File: src/rtl/mips_pkg.sv
// Shared constants and helpers for the MIPS pipelined-core register file.
package mips_pkg;

    localparam int unsigned DATA_W_DEF  = 32;
    localparam int unsigned ADDR_W_DEF  = 5;

    localparam int unsigned REG_ZERO    = 0;
    localparam int unsigned REG_SP      = 29;
    localparam int unsigned REG_FP      = 30;

    localparam int unsigned SP_INIT_DEF = 65536;

    // Low bit of port `port` within a flat bus of `width`-bit lanes.
    function automatic int unsigned slice_lo(input int unsigned port, input int unsigned width);
        return port * width;
    endfunction

endpackage

File: src/rtl/reg_scoreboard.sv
// Per-register busy bits: set at issue, cleared at writeback, looked up per read port.
module reg_scoreboard
    import mips_pkg::*;
#(
    parameter int unsigned ADDR_W = ADDR_W_DEF,
    parameter int unsigned NUM_RD = 2,
    parameter int unsigned BYPASS = 1
) (
    input  logic                     i_clk,
    input  logic                     i_rst,
    input  logic                     i_issue_valid,
    input  logic [ADDR_W-1:0]        i_issue_rg,
    input  logic                     i_wr_a_en,
    input  logic [ADDR_W-1:0]        i_wr_a_rg,
    input  logic                     i_wr_b_en,
    input  logic [ADDR_W-1:0]        i_wr_b_rg,
    input  logic [NUM_RD*ADDR_W-1:0] i_rd_rg,
    output logic [NUM_RD-1:0]        o_rd_busy,
    output logic                     o_any_busy
);

    localparam int unsigned DEPTH = 2 ** ADDR_W;

    logic [DEPTH-1:0] r_busy;
    logic [DEPTH-1:0] w_busy_nxt;

    // Next busy vector: issue beats a same-cycle writeback; register 0 never busy.
    always_comb begin
        w_busy_nxt = r_busy;
        for (int unsigned r = 1; r < DEPTH; r++) begin
            if (i_issue_valid && (i_issue_rg == ADDR_W'(r))) begin
                w_busy_nxt[r] = 1'b1;
            end else if ((i_wr_a_en && (i_wr_a_rg == ADDR_W'(r))) ||
                         (i_wr_b_en && (i_wr_b_rg == ADDR_W'(r)))) begin
                w_busy_nxt[r] = 1'b0;
            end
        end
        w_busy_nxt[REG_ZERO] = 1'b0;
    end

    // Busy register with synchronous clear.
    always_ff @(posedge i_clk) begin
        if (i_rst) begin
            r_busy <= '0;
        end else begin
            r_busy <= w_busy_nxt;
        end
    end

    // Per-port lookup; with bypass a result landing this cycle is no longer pending.
    always_comb begin
        o_rd_busy = '0;
        for (int unsigned k = 0; k < NUM_RD; k++) begin
            logic [ADDR_W-1:0] w_addr;
            logic              w_wr_hit;
            w_addr   = i_rd_rg[slice_lo(k, ADDR_W) +: ADDR_W];
            w_wr_hit = (i_wr_a_en && (i_wr_a_rg == w_addr)) ||
                       (i_wr_b_en && (i_wr_b_rg == w_addr));
            if (w_addr != '0) begin
                if (BYPASS != 0) begin
                    o_rd_busy[k] = r_busy[w_addr] & ~w_wr_hit;
                end else begin
                    o_rd_busy[k] = r_busy[w_addr];
                end
            end
        end
    end

    assign o_any_busy = |r_busy;

endmodule

File: src/rtl/register_file_mp.sv
// Multi-ported MIPS register file: NUM_RD combinational reads, two write ports
// (A = ALU writeback, B = load writeback, A wins on collision), optional
// write-to-read bypass and a RAW-hazard busy scoreboard.
module register_file_mp
    import mips_pkg::*;
#(
    parameter int unsigned DATA_W  = DATA_W_DEF,
    parameter int unsigned ADDR_W  = ADDR_W_DEF,
    parameter int unsigned NUM_RD  = 2,
    parameter int unsigned BYPASS  = 1,
    parameter int unsigned SP_IDX  = REG_SP,
    parameter int unsigned FP_IDX  = REG_FP,
    parameter int unsigned SP_INIT = SP_INIT_DEF
) (
    input  logic                     Clock,
    input  logic                     Reset,
    input  logic [NUM_RD*ADDR_W-1:0] ReadRg,
    output logic [NUM_RD*DATA_W-1:0] ReadData,
    output logic [NUM_RD-1:0]        ReadBusy,
    input  logic [ADDR_W-1:0]        WriteRgA,
    input  logic [DATA_W-1:0]        WriteDataA,
    input  logic                     RegWriteA,
    input  logic [ADDR_W-1:0]        WriteRgB,
    input  logic [DATA_W-1:0]        WriteDataB,
    input  logic                     RegWriteB,
    input  logic [ADDR_W-1:0]        IssueRg,
    input  logic                     IssueValid,
    output logic                     AnyBusy
);

    localparam int unsigned DEPTH = 2 ** ADDR_W;

    logic [DATA_W-1:0] r_regs [DEPTH];
    logic              w_wr_a;
    logic              w_wr_b;

    assign w_wr_a = RegWriteA && (WriteRgA != '0);
    assign w_wr_b = RegWriteB && (WriteRgB != '0);

    // Storage: reset loads SP/FP, port B written first so port A wins a collision.
    always_ff @(posedge Clock) begin
        if (Reset) begin
            for (int unsigned i = 0; i < DEPTH; i++) begin
                if ((i == SP_IDX) || (i == FP_IDX)) begin
                    r_regs[i] <= DATA_W'(SP_INIT);
                end else begin
                    r_regs[i] <= '0;
                end
            end
        end else begin
            if (w_wr_b) begin
                r_regs[WriteRgB] <= WriteDataB;
            end
            if (w_wr_a) begin
                r_regs[WriteRgA] <= WriteDataA;
            end
        end
    end

    // Read muxing: A bypass, then B bypass, then stored value; register 0 reads 0.
    always_comb begin
        ReadData = '0;
        for (int unsigned k = 0; k < NUM_RD; k++) begin
            logic [ADDR_W-1:0] w_addr;
            logic [DATA_W-1:0] w_data;
            w_addr = ReadRg[slice_lo(k, ADDR_W) +: ADDR_W];
            w_data = r_regs[w_addr];
            if ((BYPASS != 0) && !Reset) begin
                if (w_wr_a && (WriteRgA == w_addr)) begin
                    w_data = WriteDataA;
                end else if (w_wr_b && (WriteRgB == w_addr)) begin
                    w_data = WriteDataB;
                end
            end
            if (w_addr == '0) begin
                w_data = '0;
            end
            ReadData[slice_lo(k, DATA_W) +: DATA_W] = w_data;
        end
    end

    reg_scoreboard #(
        .ADDR_W (ADDR_W),
        .NUM_RD (NUM_RD),
        .BYPASS (BYPASS)
    ) u_scoreboard (
        .i_clk         (Clock),
        .i_rst         (Reset),
        .i_issue_valid (IssueValid),
        .i_issue_rg    (IssueRg),
        .i_wr_a_en     (RegWriteA),
        .i_wr_a_rg     (WriteRgA),
        .i_wr_b_en     (RegWriteB),
        .i_wr_b_rg     (WriteRgB),
        .i_rd_rg       (ReadRg),
        .o_rd_busy     (ReadBusy),
        .o_any_busy    (AnyBusy)
    );

endmodule

File: config.mk
export PLATFORM = sky130hd
export DESIGN_NAME = register_file_mp
export DESIGN_NICKNAME = d
export VERILOG_FILES = /design/src/rtl/mips_pkg.sv /design/src/rtl/reg_scoreboard.sv /design/src/rtl/register_file_mp.sv
export SDC_FILE = /design/constraint.sdc
export NUM_CORES = 2
export LEC_CHECK = 0
export BUFFER_PORTS_ARGS = -buffer_cell sky130_fd_sc_hd__buf_2
export CORE_MARGIN = 3
export CORE_UTILIZATION = 55
export DETAILED_ROUTE_END_ITERATION = 7
export PLACE_DENSITY = 0.82
export REMOVE_ABC_BUFFERS = 1
export SKIP_LAST_GASP = 1
export SYNTH_ARGS = -nofsm -noshare
export SYNTH_HDL_FRONTEND = slang
export SYNTH_HIERARCHICAL = 1
export SYNTH_SLANG_ARGS = --single-unit
File: constraint.sdc
create_clock -name Clock -period 5.1 [get_ports Clock]
set_input_delay 0.51 -clock Clock [delete_from_list [all_inputs] [get_ports Clock]]
set_output_delay 0.51 -clock Clock [all_outputs]
set_load 0.02 [all_outputs]
* Word level (Yosys, flattened, before mapping)
Memory sizes are Yosys's and may differ from the RTL's.
Cells that the tools add are included.
** Operators by class
- Reductions and logical operators :: 176
- Multiplexer cells :: 90
- Bitwise gates (word level) :: 4
- Magnitude comparators :: 2
- Equal/unequal tests :: 97
** Operators with widths (count)
- 32-bit 2-to-1 mux :: 10
- 5-bit == test (second input constant) :: 48
- 5-bit by 4-bit == test with 1-bit output (second input constant) :: 24
- 1-bit logical AND :: 103
- 32-bit OR reduction :: 3
- 1-bit 2-to-1 mux :: 76
- 2-bit nonzero test :: 31
- 5-bit by 3-bit == test with 1-bit output (second input constant) :: 12
- 1-bit logical OR :: 33
- 5-bit by 2-bit == test with 1-bit output (second input constant) :: 6
- 5-bit == test :: 4
- 5-bit nonzero test :: 4
- 5-bit by 1-bit == test with 1-bit output (second input constant) :: 3
- 5-bit by 6-bit less-than comparator with 1-bit output (second input constant) :: 2
- 1-bit binary-select mux with 5-bit select :: 2
- 5-bit zero test :: 2
- 5-bit 2-to-1 mux :: 2
- 1-bit AND :: 2
- 1-bit inverter :: 2
** Storage, ports and cells
- Memories :: 1
- Output and inout bits :: 67
- Bits in writable memories :: 1024
- Register bits after elaboration :: 32
- Input port bits :: 94
** Memory list
- r_regs :: depth 32, bits a word 32, rd ports 2, clocked after memory_dff 0, write ports 32, line register_file_mp.sv:33 : logic [DATA_W-1:0] r_regs [DEPTH];

* Depth between registers and ports, before layout
- Depth in word-level cells :: 7
- Gate-level depth with buffers :: 9
- Gate-level depth less buffers :: 5

* By module
The synthesis kept the hierarchy.
** By module, submodules not included
- register_file_mp :: area an instance 60509.3 um^2, sequential area each 30749.5 um^2, cells each 4544, times used 1
- reg_scoreboard :: area an instance 2462.4 um^2, sequential area each 620.6 um^2, cells each 297, times used 1

* Worst setup path before layout
No wires, ideal clock.
- Path type :: input to register
- Start :: input port WriteRgB[4]
- End :: memory r_regs[12][0] (netlist name), enable pin
- Required time :: 4634 ps
- Arrival time :: 3664 ps
- Path slack :: 971 ps
- Setup time :: 466 ps
- Stages :: 6
- Path through :: buf_2 or3_1 buf_2 nand4bb_1 clkbuf_1 o21ai_0
** RTL lines
- from (decl) :: line register_file_mp.sv:23 : input logic [ADDR_W-1:0] WriteRgB,
- to (decl) :: line register_file_mp.sv:33

* Final worst setup path
- Start :: input port ReadRg[5]
- End :: output port ReadData[47]
** On the way
- Longest elaborated chain between the ends :: 6
** Ends and longest elaborated chain
- from (decl) :: line register_file_mp.sv:17 : input logic [NUM_RD*ADDR_W-1:0] ReadRg,
- branches (longest 5 deep; another with memory 32 x 32 bit)
- 32-bit 2-to-1 mux * :: line register_file_mp.sv:75 : if (w_addr == '0) begin
- to (decl) :: line register_file_mp.sv:18 : output logic [NUM_RD*DATA_W-1:0] ReadData,
Every way passes the cells marked *.

==> impl_metrics.yaml <==
hold_path:
  hold_path_startpoint: "IssueRg[0]"
  hold_class: "input pin to flop"
synthesis:
  synth_edf_count: 1024
  synth_top_area_share_pct: 48.8
  syn_area_mm2: 0.0630
  yosysSeqAreaShare_pct: 49.8
  synth_most_common_cell: "edfxtp_1"
  synth_seq_cells: 1055
  synthTopCellsByCount: "1024 x edfxtp_1, 1022 x a22o_1, 512 x clkbuf_1"
  synthFlopType: "edfxtp_1"
  syn_area_per_cell_um2: 13.0
  async_reset_ff_share_pct: 0
  synth_cell_types: 59
  yosys.area.top_type: "edfxtp_1"
  yosysWarnings: 6
  synthTopCellsByArea: "edfxtp_1 49%, a22o_1 14%, mux4_2 9.5%"
  postSynthCellCount: 4841
floorplanning:
  io_pins: 161
  initial_core_util_pct: 55.7
  core_mm2: 0.113
  core.rowCount: 123
  fp.dieH_um: 344
  fp.dieW_um: 344
  dieArea_mm2: 0.119
clocking:
  root_buffer: "clkbuf_16"
  clk_pin_slew_ns: 0.07
  cts_tree: "yes"
  cts_sinks: 1055
  clock_path_buffers: 3
  insertion_delay_ns: 0.71
  htree_levels: 3
  cts_buffers: 109
critical_path:
  critPathKind: "input pin to output port"
  reg2reg_from: "u_scoreboard/r_busy[18]"
  required_ns: 4.59
  crit_path_end: "ReadData[47]"
  cp-start-kind: "input pin"
  path_max_fanout: 48
  cp-end-kind: "output port"
  worstPathArrival_ns: 4.20
  crit_start: "ReadRg[5]"
  reg2regPathDepth: 2
  r2r_end: "u_scoreboard/r_busy[18]"
  ff2ff_setup_slack_ns: 3.82
final_layout:
  finalNetCount: 4745
  area_growth_pct: 9.91
  multi_input_area_mm2: 0.0296
  fin_util_pct: 61.2
  drive_above_1_share_pct: 28.3
  n_fill_cell: 8189
  seqCellArea_mm2: 0.0314
power:
  peakVddDrop_v: 0.000297
  seq_power_share_pct: 47.9
  switching_power_w: 0.00599
  power.leakage_nw: 23.3
  p_int_w: 0.0155
  power.share.clock_pct: 36.6
  powerDensity_mw_per_mm2: 311
  combinationalPowerShare_pct: 15.5
  switching_share_pct: 27.8
global_route:
  grt_pass1_wl_mm: 351
  antenna_found_initial: 23
  grt_overflow: 0
  gr-usage-all-layers_pct: 41.0
  grt_pass1_vias: 51700
  grt_max_degree: 91
sta:
  setup_viol: 0
  setup_ws_ns: 0.392
  fin_crit_sh_pct: 92.3
  period_needed_ns: 4.71
  rsz0062_at_grt: "no"
  worst_pin_slew_ns: 1.54
  skew_ns: 0
  hold_viol_final: 0
  slew_violations: 11
  fmax_mhz: 212
  maxSlewHeadroom_pct: -3.01
route:
  drt-pass1-iter-count: 8
  drtAntennaViolNets: 0
  drt_iter0_drc: 10700
  vias_per_cell: 8.46
  num_vias: 52900
  drc_errors: 21
  wire_per_inst_um: 40.0
  wl_mm: 250
placed_design:
  dp_hpwl_mm: 146
  pre_cts_slack_ns: 0.408
  portBuffers: 160
  gp_congestion: 0.996
flow_run:
  maxCapViolCount: 1
run_status:
  violations: "design-rule violations, max-capacitance violations, max-slew violations"
  status: "finished with violations"
[cells in the final DEF (no fill, tap or decap), types with 7 or more instances in the layout]
cell type,synthesis,routed
nand2_1,85,82
a22oi_1,182,182
a211oi_1,67,67
buf_2,148,155
xnor2_1,24,24
clkinv_2,0,12
nor2b_1,15,12
conb_1,1,32
nor3_1,235,200
o32ai_2,33,34
bufinv_16,0,8
buf_4,5,211
diode_2,0,18
nand3b_1,11,11
xor2_1,16,16
nor2_4,0,30
nand3_1,9,9
nor4_1,11,11
a32oi_1,10,10
a31oi_1,66,66
nor3_2,2,32
o22ai_1,160,160
inv_1,37,36
clkinv_1,0,31
nor2_1,93,66
edfxtp_1,1024,1024
clkbuf_1,512,23
o221ai_4,0,22
o21ai_4,0,7
dfxtp_1,31,31
mux2i_1,143,143
mux2_2,386,386
clkbuf_16,0,110
nand2b_1,11,7
o32ai_1,31,30
buf_12,1,20
mux4_2,265,265
o21ai_0,71,64
a22o_1,1022,1022
[per-stage QoR]
step / total power [W] / instances / setup TNS, ns / instance area, um2 / hold WS [ns]
2_1_floorplan: 0.0120 / 4150 / -1.61 / 60100 / 0.492
3_3_place_gp: 0.0135 / 6040 / 0 / 65800 / 0.538
3_5_place_dp: 0.0136 / 6040 / 0 / 65800 / 0.553
4_1_cts: 0.0212 / 6235 / 0 / 69200 / 0.168
5_1_grt: 0.0218 / 6240 / 0 / 69200 / 0.229
6_report: 0.0215 / 6253 / 0 / 69200 / 0.181
[power by group through the flow]
| stage | registers [W] | clock network (W) | logic [W] |
|---|---|---|---|
| floorplan | 0.0104 | 0 | 0.00161 |
| global placement | 0.0104 | 0 | 0.00308 |
| detailed placement | 0.0104 | 0 | 0.00313 |
| CTS | 0.0103 | 0.00780 | 0.00316 |
| global route | 0.0103 | 0.00813 | 0.00338 |
| finish | 0.0103 | 0.00788 | 0.00335 |
[routing by layer]
metal  global-route usage [%]  up-vias  wire, um
met5                     2.78        -       595
met4                     28.4       28     21800
met3                     20.6     1690     48800
met2                     58.1     6220    104000
met1                     48.3    25300     75300
li1                         -    19700         -
[logic make-up (layout without fill, tap and decap cells)]
| group | after synthesis | after routing | synth area share (%) |
|---|---|---|---|
| AO/OA/AOI/OAI | 1675 | 1675 | 21.9 |
| flip-flops | 1055 | 1055 | 49.8 |
| multiplexers | 794 | 794 | 18.7 |
| buffers and inverters | 760 | 623 | 5.01 |
| AND/OR/NAND/NOR | 516 | 516 | 4.04 |
| XOR/XNOR | 40 | 40 | 0.556 |
| other | 1 | 50 | 0.00596 |
[worst max-delay path, stage by stage]
cell      delay, ns
buf_2          0.68
or2_2          0.62
buf_12         0.40
o21ai_0        0.19
a211oi_1       0.53
nor3_1         0.14
o32ai_2        0.68
buf_4          0.22
buf_2          0.16
[worst min-delay path by stage]
stage                                         end  cells past startpoint
after global routing      u_scoreboard/r_busy[17]                      3
after detailed placement  u_scoreboard/r_busy[26]                      2
after floorplan           u_scoreboard/r_busy[17]                      2
after CTS                 u_scoreboard/r_busy[17]                      3
final                     u_scoreboard/r_busy[17]                      3
after global placement    u_scoreboard/r_busy[22]                      2
[flip-flops by register name (all words and copies together), names as in the netlist]
| register | count |
|---|---|
| r_regs | 1024 |
| u_scoreboard/r_busy | 31 |
[layout make-up]
| type | count | share of cell area (%) |
|---|---|---|
| antenna | 18 | 0.0651 |
| clock buffer | 133 | 4.10 |
| clock inverter | 62 | 0.803 |
| inverter | 38 | 0.206 |
| multi-input combinational | 3057 | 42.7 |
| sequential | 1055 | 45.3 |
| tap | 1500 | 2.71 |
| timing repair buffer | 390 | 4.06 |
[what timing repair did]
item	CTS	global route
buffers inserted	0	0
endpoints found under the setup margin	0	1
gates resized for setup	0	1
hold buffers	0	0
No activity file was read; power rests on OpenSTA's default activity.
